$ cat src/rtl/prv32_branch_resolve_pkg.sv
// Shared definitions for branch resolution: funct3 encodings, the resolver
// state encoding, and the flag-to-condition mapping used by EX.
package prv32_branch_resolve_pkg;

   localparam logic [2:0] BR_BEQ  = 3'b000;
   localparam logic [2:0] BR_BNE  = 3'b001;
   localparam logic [2:0] BR_BLT  = 3'b100;
   localparam logic [2:0] BR_BGE  = 3'b101;
   localparam logic [2:0] BR_BLTU = 3'b110;
   localparam logic [2:0] BR_BGEU = 3'b111;

   typedef enum logic [1:0] {
      IDLE     = 2'd0,
      REDIRECT = 2'd1,
      FLUSH    = 2'd2
   } br_state_t;

   // Maps compare-subtract flags to a branch condition. The carry flag is the
   // carry out of a + ~b + 1, so cf=1 means no borrow, i.e. a >= b unsigned.
   // The ALU compare path must use this same polarity.
   function automatic logic branch_cond(input logic [2:0] funct3,
                                        input logic       cf,
                                        input logic       zf,
                                        input logic       vf,
                                        input logic       sf);
      logic c;
      c = 1'b0;
      case (funct3)
         BR_BEQ:  c = zf;
         BR_BNE:  c = ~zf;
         BR_BLT:  c = sf ^ vf;
         BR_BGE:  c = ~(sf ^ vf);
         BR_BLTU: c = ~cf;
         BR_BGEU: c = cf;
         default: c = 1'b0;
      endcase
      return c;
   endfunction

endpackage

$ cat src/rtl/prv32_sat_counter.sv
// Saturating up-counter used for branch statistics; holds at all-ones.
module prv32_sat_counter #(
   parameter int CNT_W = 16
) (
   input  logic             clk,
   input  logic             rst,
   input  logic             inc,
   output logic [CNT_W-1:0] count
);

   // Count up on each inc pulse, but never wrap past all-ones so software
   // reading a long-running counter sees a pinned maximum rather than garbage.
   always_ff @(posedge clk) begin
      if (rst) begin
         count <= '0;
      end else if (inc && (count != {CNT_W{1'b1}})) begin
         count <= count + 1'b1;
      end
   end

endmodule

$ cat src/rtl/prv32_branch_resolve.sv
// Branch resolver: decides taken/not-taken from ALU flags, redirects fetch on
// every taken branch or jump (static not-taken prediction), then holds the
// younger-stage flushes for a programmable number of cycles.
module prv32_branch_resolve #(
   parameter int FLUSH_CYCLES = 2,
   parameter int CNT_W        = 16
) (
   input  logic             clk,
   input  logic             rst,
   input  logic             br_valid,
   input  logic [2:0]       br_funct3,
   input  logic             is_jal,
   input  logic             is_jalr,
   input  logic             cf,
   input  logic             zf,
   input  logic             vf,
   input  logic             sf,
   input  logic [31:0]      target,
   output logic             br_accept,
   output logic             redirect_valid,
   output logic [31:0]      redirect_pc,
   input  logic             redirect_ready,
   output logic             flush_ifid,
   output logic             flush_idex,
   output logic             stall_ex,
   output logic [CNT_W-1:0] branch_count,
   output logic [CNT_W-1:0] mispredict_count
);

   import prv32_branch_resolve_pkg::*;

   if ((FLUSH_CYCLES < 1) || (FLUSH_CYCLES > 15)) begin : g_bad_flush_cycles
      $error("prv32_branch_resolve: FLUSH_CYCLES must be in the range 1..15");
   end

   if (CNT_W < 1) begin : g_bad_cnt_w
      $error("prv32_branch_resolve: CNT_W must be at least 1");
   end

   localparam logic [3:0] FLUSH_LOAD = 4'(FLUSH_CYCLES);

   br_state_t   state;
   br_state_t   state_nxt;
   logic [3:0]  flush_cnt;
   logic [3:0]  flush_cnt_nxt;
   logic [31:0] pc_q;
   logic [31:0] pc_nxt;
   logic        taken;
   logic        accept;
   logic [31:0] resolved_pc;

   // Jumps are always taken; conditional branches follow the shared flag
   // mapping. JALR clears bit 0 of its target; other bits pass untouched.
   always_comb begin
      taken       = is_jal | is_jalr | branch_cond(br_funct3, cf, zf, vf, sf);
      resolved_pc = {target[31:1], target[0] & ~is_jalr};
      accept      = br_valid & (state == IDLE);
   end

   // Next-state logic: IDLE launches a redirect on a taken branch, REDIRECT
   // waits for fetch to take it, FLUSH counts down the squash window.
   always_comb begin
      state_nxt     = state;
      flush_cnt_nxt = flush_cnt;
      pc_nxt        = pc_q;
      case (state)
         IDLE: begin
            if (accept && taken) begin
               state_nxt = REDIRECT;
               pc_nxt    = resolved_pc;
            end
         end
         REDIRECT: begin
            if (redirect_ready) begin
               state_nxt     = FLUSH;
               flush_cnt_nxt = FLUSH_LOAD;
            end
         end
         FLUSH: begin
            if (flush_cnt <= 4'd1) begin
               state_nxt     = IDLE;
               flush_cnt_nxt = 4'd0;
            end else begin
               flush_cnt_nxt = flush_cnt - 4'd1;
            end
         end
         default: begin
            state_nxt     = IDLE;
            flush_cnt_nxt = 4'd0;
         end
      endcase
   end

   // State, flush countdown and the captured redirect PC. Reset wins over
   // everything, including an in-flight redirect or flush window.
   always_ff @(posedge clk) begin
      if (rst) begin
         state     <= IDLE;
         flush_cnt <= 4'd0;
         pc_q      <= 32'd0;
      end else begin
         state     <= state_nxt;
         flush_cnt <= flush_cnt_nxt;
         pc_q      <= pc_nxt;
      end
   end

   // All handshake and flush outputs decode straight from the registered
   // state, so fetch and the pipeline registers see glitch-free levels.
   always_comb begin
      br_accept      = (state == IDLE);
      stall_ex       = ~br_accept;
      redirect_valid = (state == REDIRECT);
      redirect_pc    = pc_q;
      flush_ifid     = (state != IDLE);
      flush_idex     = (state != IDLE);
   end

   prv32_sat_counter #(.CNT_W(CNT_W)) u_branch_cnt (
      .clk   (clk),
      .rst   (rst),
      .inc   (accept),
      .count (branch_count)
   );

   prv32_sat_counter #(.CNT_W(CNT_W)) u_mispredict_cnt (
      .clk   (clk),
      .rst   (rst),
      .inc   (accept & taken),
      .count (mispredict_count)
   );

endmodule

$ cat config.mk
export PLATFORM = sky130hd
export DESIGN_NAME = prv32_branch_resolve
export DESIGN_NICKNAME = d
export VERILOG_FILES = /design/src/rtl/prv32_branch_resolve_pkg.sv /design/src/rtl/prv32_sat_counter.sv /design/src/rtl/prv32_branch_resolve.sv
export SDC_FILE = /design/constraint.sdc
export NUM_CORES = 1
export LEC_CHECK = 0
export ABC_AREA = 0
export CAP_MARGIN = 20
export CORE_MARGIN = 2
export CORE_UTILIZATION = 48
export DETAILED_ROUTE_END_ITERATION = 10
export PLACE_DENSITY = 0.95
export SYNTH_ARGS = -nofsm -noshare
export SYNTH_HDL_FRONTEND = slang
export SYNTH_SLANG_ARGS = --single-unit
$ cat constraint.sdc
create_clock -name clk -period 5.5 [get_ports clk]
set_input_delay 1.65 -clock clk [delete_from_list [all_inputs] [get_ports clk]]
set_output_delay 1.65 -clock clk [all_outputs]
set_load 0.05 [all_outputs]
==> results of run 1 <==
-- power groups by stage --
stage	Sequential [mW]	Combinational, mW	Clock [mW]
3_3_place_gp	0.556	0.297	0
5_1_grt	0.550	0.321	0.550
3_5_place_dp	0.558	0.302	0
6_report	0.546	0.303	0.518
2_1_floorplan	0.634	0.124	0
4_1_cts	0.546	0.304	0.524
-- kinds of logic after synthesis --
group	count (synthesis)
AO/OA/AOI/OAI	93
AND/OR/NAND/NOR	174
multiplexers	4
adder cells (fa/ha/maj)	7
buffers and inverters	33
XOR/XNOR	12
flip-flops	70
-- cells in the mapped netlist, drive strengths merged, types with 8 or more instances --
cell and instances:
xor2 8, nand2 83, inv 11, or3 10, o21ai 15, a21oi 54
nor2 23, and3 11, dfxtp 70, clkbuf 10, buf 12
-- critical path: cells and delay by family --
family | cells | cell delay, ps
buffers and inverters | 1 | 570
xor gates and xnor gates | 1 | 110
AOI/OAI and AO/OA | 1 | 460
and+or+nand+nor | 2 | 820
muxes | 1 | 300
-- how the worst max path moves through the flow --
stage / startpoint / to / slack [ps]
global placement: br_funct3[0] / u_mispredict_cnt.count[10]$_SDFFE_PP0P_ / 1560
detailed placement: br_funct3[0] / u_mispredict_cnt.count[10]$_SDFFE_PP0P_ / 1460
finish: br_funct3[0] / u_mispredict_cnt.count[10]$_SDFFE_PP0P_ / 1810
CTS: state[0]$_SDFFE_PP0P_ / flush_ifid / 1810
floorplan: state[1]$_SDFFE_PP0P_ / flush_ifid / 2240
global route: br_funct3[0] / u_mispredict_cnt.count[6]$_SDFFE_PP0P_ / 1680
-- per-layer routing --
| layer | track usage | up-vias | share of wire |
|---|---|---|---|
| met1 | 0.262 | 1501 | 0.43 |
| met5 | 0 | - | 0 |
| met4 | 0.0866 | 0 | 0.012 |
| li1 | - | 1585 | - |
| met2 | 0.393 | 122 | 0.49 |
| met3 | 0.0510 | 14 | 0.064 |
-- state kept, by name (all words and copies together) (netlist names) --
register and flops:
redirect_pc 32, u_branch_cnt.count 16, u_mispredict_cnt.count 16, flush_cnt 4, state 2
-- cell type report --
| type | instances | area, µm² |
|---|---|---|
| multi-input cells | 290 | 1670 |
| clock buffers | 11 | 151 |
| flip-flops and latches | 70 | 1400 |
| inverters | 11 | 41.3 |
| clock inverters | 5 | 104 |
| fillers | 509 | 1810 |
| repair buffers | 116 | 1150 |
| well taps | 77 | 96.3 |
-- per-stage QoR --
step / utilization / instances / setup slack, ps / power [mW]
2_1_floorplan: - / 393 / 2240 / 0.759
6_report: 0.718 / 580 / 1810 / 1.37
3_5_place_dp: 0.678 / 564 / 1460 / 0.860
5_1_grt: 0.718 / 580 / 1680 / 1.42
4_1_cts: 0.718 / 580 / 1810 / 1.37
3_3_place_gp: 0.678 / 564 / 1560 / 0.853
==> metrics.csv, run 1 <==
stage,metric,value,unit
floorplanning,die_w,86.1,µm
global_routing,grt_pass1_vias,3061,
cts,cts_resized,0,
pwr,pwr-share-clk,0.379,
critical_path,start_kind,input port,
finish,syn2layout_area_growth,42.6,%
yosys,ys_ff_latch,70,
timing,final_max_slew_viol_count,0,
timing,max_freq,271,MHz
yosys,synth_edf_count,0,
cts,cts_tree,yes,
yosys,async_reset_ff_frac,0,
critical_path,crit_path_end_kind,register,
critical_path,worst-r2r-cell-count,6,
routing,dr.pass1.iters,4,
yosys,ys.flop_type,dfxtp_1,
cts,path_clk_slew,80,ps
finish,n_antenna_cell,0,
placed_design,place_area,0.00435,mm²
status,outcome,"finished, final reports clean",
yosys,synth_xor_area_frac,0.0325,
pwr,p_sw_frac,0.293,
critical_path,critPathKind,input port to register,
cts,holdBufCountCts,0,
yosys,synth.mux.area_fraction,0.0132,
yosys,synth_top_cell_by_area,dfxtp_1,
global_routing,grt_start_max_net_pins,73,
cts,post_cts_buffers,0,
timing,timing_hold_violations_final,0,
routing,ant_nets,0,
placed_design,dp_hpwl,5.68,mm
finish,layout.nets,550,
finish,fin_area,0.00461,mm²
timing,setup_viol,0,
timing,finalSetupTns,0,ps
floorplanning,rows,29,
routing,num_vias,3222,
critical_path,critPathMaxFanout,24,
yosys,netlist_area,0.00323,mm²
cts,clkLatencyLatePin,330,ps
pwr,vdd_drop_max,144,µV
min_path,hold_depth,2,
floorplanning,core_area,0.00642,mm²
floorplanning,io_pins,114,
routing,viasPerCell,5.56,
global_routing,grt_use_total,0.223,
pwr,cellInternalPower,0.966,mW
yosys,synth.yosys.seq_area_share,0.434,
finish,drive_gt1_frac,0.0537,
pwr,p_seq_frac,0.400,
timing,whs,456,ps
timing,final.min_clock_period,3690,ps
min_path,hp-class,register to register,
yosys,syn_area_per_cell,8.22,µm²
timing,period_share,0.671,
timing,max-slew-margin-rel,0.512,
cts,clock-sinks,70,
floorplanning,start_util,0.503,
routing,wirelength,8.33,mm
pwr,pwr-share-comb,0.221,
pwr,p_leak,1.66,nW
timing,skew,8.76,ps
yosys,synthTopCellsByArea,"dfxtp_1 (43%), nand2_1 (9.6%), a21oi_1 (8.4%), ha_1 (2.7%), nor2_1 (2.6%)",
floorplanning,design.die.area,0.00741,mm²
min_path,whs_endpoint,redirect_pc[4]$_SDFFE_PP0P_,
timing,rsz0062_at_grt,no,
cts,clockBufferDepth,2,
critical_path,r2r-start,state[1]$_SDFFE_PP0P_,
pwr,pwr_density_cell,297,mW/mm²
floorplanning,die_y,86.1,µm
routing,drc,0,
run,drv_cap,0,
min_path,min-delay-start,redirect_pc[4]$_SDFFE_PP0P_,
pwr,p_sw,0.401,mW
routing,drtIter0Drc,133,
cts,htree_levels,3,
timing,worst_slew_pin_slew,729,ps
global_routing,antenna_found_initial,0,
critical_path,cpMaxStageDelayCell,nor3_4,
yosys,synth_top_cell_area_share,0.434,
yosys,synth_nets,445,
cts,cts_made_buffers,9,
finish,final_common_cell,clkdlybuf4s50_1,
critical_path,cp.required,5730,ps
yosys,synth_top_family_by_area,simple AND/OR/NAND/NOR gates,
critical_path,cp_cell_sequence,"clkdlybuf4s50_1, xnor2_1, a311o_1, nor3_4, nor3_1, mux2_2",
yosys,synth_compound_area_frac,0.177,
critical_path,crit_path_max_incr_delay,660,ps
finish,final_cell_mix,"clkdlybuf4s50_1 (112), nand2_1 (83), dfxtp_1 (70), a21oi_1 (54), nor2_1 (22)",
placed_design,globalplace.congestion,0.797,
global_routing,overflow,0,
critical_path,rrSetupSlack,3200,ps
yosys,synth_simple_gate_area_frac,0.266,
cts,cts_root_buffer,clkbuf_8,
critical_path,r2r-end,u_mispredict_cnt.count[11]$_SDFFE_PP0P_,
global_routing,grt_pass1_wl,13.5,mm
yosys,synthAdderAreaFrac,0.0271,
yosys,yosys_warnings,0,
yosys,synthCells,393,
routing,wire_per_inst,14.4,µm
yosys,ys_types,47,
placed_design,portBuffers,113,
critical_path,arrival,3920,ps
(Power assumes the default switching activity.)
==> run 2, diff against run 1 <==
- CORE_UTILIZATION: 48 -> 45
- PLACE_DENSITY: 0.95 -> 0.9
- clock period: 5.5 -> 3.8 ns (I/O delays scaled with it)
==> run 2 against run 1 <==
  * Register-to-register slack got worse by 1600 ps
  * Final cell count rose by 3.6%
  * Critical path type is now register to output port
  * Clock power rose by 15%
==> metrics.csv, run 2 (synthesis gave the netlist of run 1 again) <==
stage,metric,value,unit
global_routing,overflow,0,
pwr,cellInternalPower,1.23,mW
min_path,hp-class,register to register,
pwr,p_sw,0.598,mW
timing,final_max_slew_viol_count,0,
cts,post_cts_buffers,0,
cts,clkLatencyLatePin,340,ps
pwr,p_seq_frac,0.432,
routing,drc,0,
finish,final_common_cell,clkdlybuf4s50_1,
timing,max-slew-margin-rel,0.502,
cts,cts_root_buffer,clkbuf_8,
cts,clockBufferDepth,2,
placed_design,place_area,0.00439,mm²
timing,final.min_clock_period,3180,ps
floorplanning,rows,30,
pwr,pwr_density_cell,399,mW/mm²
pwr,pwr-share-comb,0.242,
pwr,pwr-share-clk,0.325,
timing,period_share,0.837,
floorplanning,start_util,0.470,
finish,largest_reg_flops,32,
global_routing,grt_start_max_net_pins,42,
pwr,p_leak,1.63,nW
cts,cts_resized,0,
timing,max_freq,314,MHz
routing,viasPerCell,5.36,
finish,fin_area,0.00459,mm²
cts,holdBufCountCts,0,
routing,wirelength,8.52,mm
finish,num-fill-cells,576,
floorplanning,die_y,88.7,µm
placed_design,dp_hpwl,6.07,mm
routing,drtIter0Drc,102,
timing,finalSetupTns,0,ps
cts,clock-sinks,70,
critical_path,cp.required,2660,ps
global_routing,grt_pass1_vias,3079,
cts,cts_made_buffers,9,
global_routing,grt_use_total,0.216,
critical_path,critPathMaxFanout,6,
cts,htree_levels,3,
run,drv_cap,0,
finish,regArea,0.00140,mm²
routing,dr.pass1.iters,4,
critical_path,arrival,2040,ps
finish,multi_input_area,0.00167,mm²
cts,path_clk_slew,70,ps
timing,whs,458,ps
pwr,p_sw_frac,0.327,
critical_path,critPathKind,register to output port,
global_routing,antenna_found_initial,0,
floorplanning,core_area,0.00687,mm²
status,outcome,"finished, final reports clean",
timing,skew,6.66,ps
floorplanning,design.die.area,0.00788,mm²
finish,n_antenna_cell,0,
routing,wire_per_inst,14.2,µm
routing,num_vias,3222,
pwr,vdd_drop_max,235,µV
floorplanning,die_w,88.7,µm
finish,layout.nets,552,
timing,worst_slew_pin_slew,748,ps
timing,rsz0062_at_grt,no,
finish,final_cell_mix,"clkdlybuf4s50_1 (112), nand2_1 (83), dfxtp_1 (70), a21oi_1 (54), nor2_1 (22)",
finish,drive_gt1_frac,0.0574,
placed_design,portBuffers,113,
finish,syn2layout_area_growth,42.0,%
floorplanning,io_pins,114,
pwr,totalPowerFinal,1.83,mW
critical_path,start_kind,register,
cts,cts_tree,yes,
critical_path,crit_path_end_kind,output port,
timing,timing_hold_violations_final,0,
routing,ant_nets,0,
global_routing,grt_pass1_wl,13.5,mm
timing,setup_viol,0,
placed_design,globalplace.congestion,0.906,
## run 2: cell count changes in the layout (fill, tap and decap cells not counted), sizes merged
cell and change:
clkinvlp +3, buf +2, bufinv -2, clkbuf -2
clkinv +2, inv -1
## run 2: power by group through the flow
| stage | Combinational, mW | Sequential [mW] | Clock [mW] |
|---|---|---|---|
| final | 0.443 | 0.791 | 0.596 |
| after global routing | 0.473 | 0.796 | 0.638 |
| after CTS | 0.446 | 0.791 | 0.608 |
| after detailed placement | 0.445 | 0.808 | 0 |
| after global placement | 0.437 | 0.805 | 0 |
| after floorplan | 0.180 | 0.918 | 0 |
## run 2: layout make-up
type	count	share of cell area
multi-input combinational	290	0.363
sequential	70	0.305
timing repair buffer	118	0.253
clock buffer	9	0.0270
tap	96	0.0262
clock inverter	7	0.0164
inverter	11	0.00899
## run 2: stage by stage
step	utilization	instances	worst slack (ps)
detailed placement	0.639	585	299
floorplan	-	393	1050
CTS	0.668	601	607
global placement	0.639	585	342
finish	0.668	601	620
global route	0.668	601	488
## run 2: worst paths after layout
check                                                       startpoint                                 endpoint  slack (ps)  depth (start not counted)
worst max-delay path                             state[0]$_SDFFE_PP0P_                               flush_idex         620                          4
worst min-delay path                       redirect_pc[0]$_SDFFE_PP0P_              redirect_pc[0]$_SDFFE_PP0P_         460                          2
worst max register to register  u_mispredict_cnt.count[0]$_SDFFE_PP0P_  u_mispredict_cnt.count[13]$_SDFFE_PP0P_        1590                          6
worst min register to register             redirect_pc[0]$_SDFFE_PP0P_              redirect_pc[0]$_SDFFE_PP0P_         460                          2
## run 2: critical path, stage by stage, from the launching register on
cell and delay [ps]:
dfxtp_1 370, inv_1 80, ha_1 280, inv_1 150
clkdlybuf4s50_1 830
## run 2: routing by layer
layer / vias to the layer above / track usage / routed length (µm)
met5: - / 0 / 0
met4: 0 / 0.0647 / 64
met3: 10 / 0.0728 / 789
met2: 129 / 0.372 / 4040
met1: 1496 / 0.255 / 3630
li1: 1587 / - / -
==> run 3, diff against run 2 <==
- clock period: 3.8 -> 3.3 ns (I/O delays scaled with it)
==> run 3 against run 2 <==
  * Combinational power grew 18%
  * Global-route usage is 0.071 points lower
  * Worst setup slack worse by 370 ps
  * Count of clock-buffer cells in the layout did not move
  * First-iteration DRC count grew 56%
  * Via count is 1.7% higher
  * Highest routed layer unchanged
  * Final area up 1.0%
  * Clock skew rose by 0.85 ps
  * Flip-flop and latch count unchanged
  * Sequential power increased by 15%
  * Non-clock buffer count grew 2
  * Largest cell class unchanged
  * Clock power up 20%
==> metrics.csv, run 3 (synthesis gave the netlist of run 1 again) <==
stage,metric,value,unit
global_routing,grt_pass1_wl,13.3,mm
global_routing,grtUsageMet3,0.0513,
floorplanning,rows,30,
finish,final_cell_mix,"clkdlybuf4s50_1 (112), nand2_1 (83), dfxtp_1 (70), a21oi_1 (54), nor2_1 (22)",
critical_path,start_kind,register,
timing,max-slew-margin-rel,0.547,
routing,wire_per_inst,14.6,µm
timing,timing_hold_violations_final,0,
timing,max_freq,328,MHz
status,outcome,"finished, final reports clean",
timing,final_max_slew_viol_count,0,
critical_path,crit_path_end_kind,output port,
global_routing,grt_use_met2,0.353,
finish,drive_gt1_frac,0.0611,
placed_design,portBuffers,113,
cts,cts_resized,0,
cts,clkLatencyLatePin,350,ps
cts,htree_levels,3,
global_routing,antenna_found_initial,0,
global_routing,overflow,0,
pwr,vdd_drop_max,226,µV
timing,period_share,0.924,
cts,clock-sinks,70,
floorplanning,design.die.area,0.00788,mm²
floorplanning,start_util,0.470,
finish,final_common_cell,clkdlybuf4s50_1,
finish,syn2layout_area_growth,43.5,%
floorplanning,io_pins,114,
critical_path,critPathMaxFanout,6,
cts,post_cts_buffers,0,
critical_path,cp.required,2310,ps
timing,skew,7.51,ps
floorplanning,die_w,88.7,µm
pwr,pwr_density_cell,463,mW/mm²
critical_path,arrival,2060,ps
floorplanning,die_y,88.7,µm
placed_design,globalplace.congestion,0.825,
finish,largest_reg_flops,32,
routing,dr.pass1.iters,4,
routing,num_vias,3278,
floorplanning,core_area,0.00687,mm²
cts,path_clk_slew,80,ps
cts,cts_tree,yes,
timing,finalSetupTns,0,ps
global_routing,grt_use_met1,0.260,
global_routing,grt_pass1_vias,3004,
routing,drtIter0Drc,159,
timing,rsz0062_at_grt,no,
timing,final.min_clock_period,3050,ps
cts,cts_root_buffer,clkbuf_8,
routing,wirelength,8.78,mm
run,drv_cap,0,
routing,drc,0,
global_routing,grt_start_max_net_pins,44,
timing,setup_viol,0,
placed_design,dp_hpwl,6.29,mm
global_routing,grt_use_total,0.215,
min_path,hp-class,register to register,
cts,holdBufCountCts,0,
critical_path,critPathKind,register to output port,
routing,ant_nets,0,
finish,n_antenna_cell,0,
timing,whs,455,ps
routing,viasPerCell,5.44,
pwr,p_leak,1.65,nW
timing,worst_slew_pin_slew,673,ps
finish,layout.nets,554,
global_routing,busiest_layer,met2,
cts,cts_made_buffers,9,
cts,clockBufferDepth,2,
-- run 3: cell count changes in the layout (fill, tap and decap cells not counted) --
cell        before  now
inv_6            0    2
clkinv_2         1    0
buf_12           0    2
clkinvlp_4       3    1
clkinv_4         2    3
-- run 3: routing by layer --
metal / vias to the layer above / wire length, µm
met4: 0 / 174
li1: 1595 / -
met2: 148 / 4180
met5: - / 0
met1: 1521 / 3670
met3: 14 / 751
-- run 3: cell type report --
class / count / area (µm²)
inverter: 11 / 41.3
sequential: 70 / 1400
clock buffer: 9 / 124
clock inverter: 7 / 81.3
fill: 559 / 2230
multi-input combinational: 290 / 1670
timing repair buffer: 120 / 1200
tap: 96 / 120
-- run 3: final timing paths --
kind,from,endpoint,slack (ps),depth (start not counted)
worst max-delay path,state[0]$_SDFFE_PP0P_,flush_ifid,250,4
worst min-delay path,redirect_pc[24]$_SDFFE_PP0P_,redirect_pc[24]$_SDFFE_PP0P_,450,2
worst max register to register,u_mispredict_cnt.count[0]$_SDFFE_PP0P_,u_mispredict_cnt.count[13]$_SDFFE_PP0P_,1150,6
worst min register to register,redirect_pc[24]$_SDFFE_PP0P_,redirect_pc[24]$_SDFFE_PP0P_,450,2
-- run 3: power by group --
group	total, mW	switching, mW	internal [mW]
Clock	0.713	0.355	0.358
Combinational	0.523	0.331	0.192
Sequential	0.910	0.0248	0.885
Total	2.15	0.711	1.43
-- run 3: through the flow --
| stage | total power [mW] | worst slack (ps) | cell area (µm²) | std cells | utilization |
|---|---|---|---|---|---|
| floorplan | 1.26 | 697 | 3230 | 393 | - |
| global placement | 1.44 | 114 | 4430 | 587 | 0.645 |
| detailed placement | 1.45 | 76.9 | 4430 | 587 | 0.645 |
| CTS | 2.17 | 232 | 4640 | 603 | 0.675 |
| global route | 2.23 | 154 | 4640 | 603 | 0.675 |
| finish | 2.15 | 250 | 4640 | 603 | 0.675 |
-- run 3: critical path: stages (launching register included) --
cell and delay, ps:
dfxtp_1 380, inv_1 80, ha_1 280, inv_1 160, clkdlybuf4s50_1 820
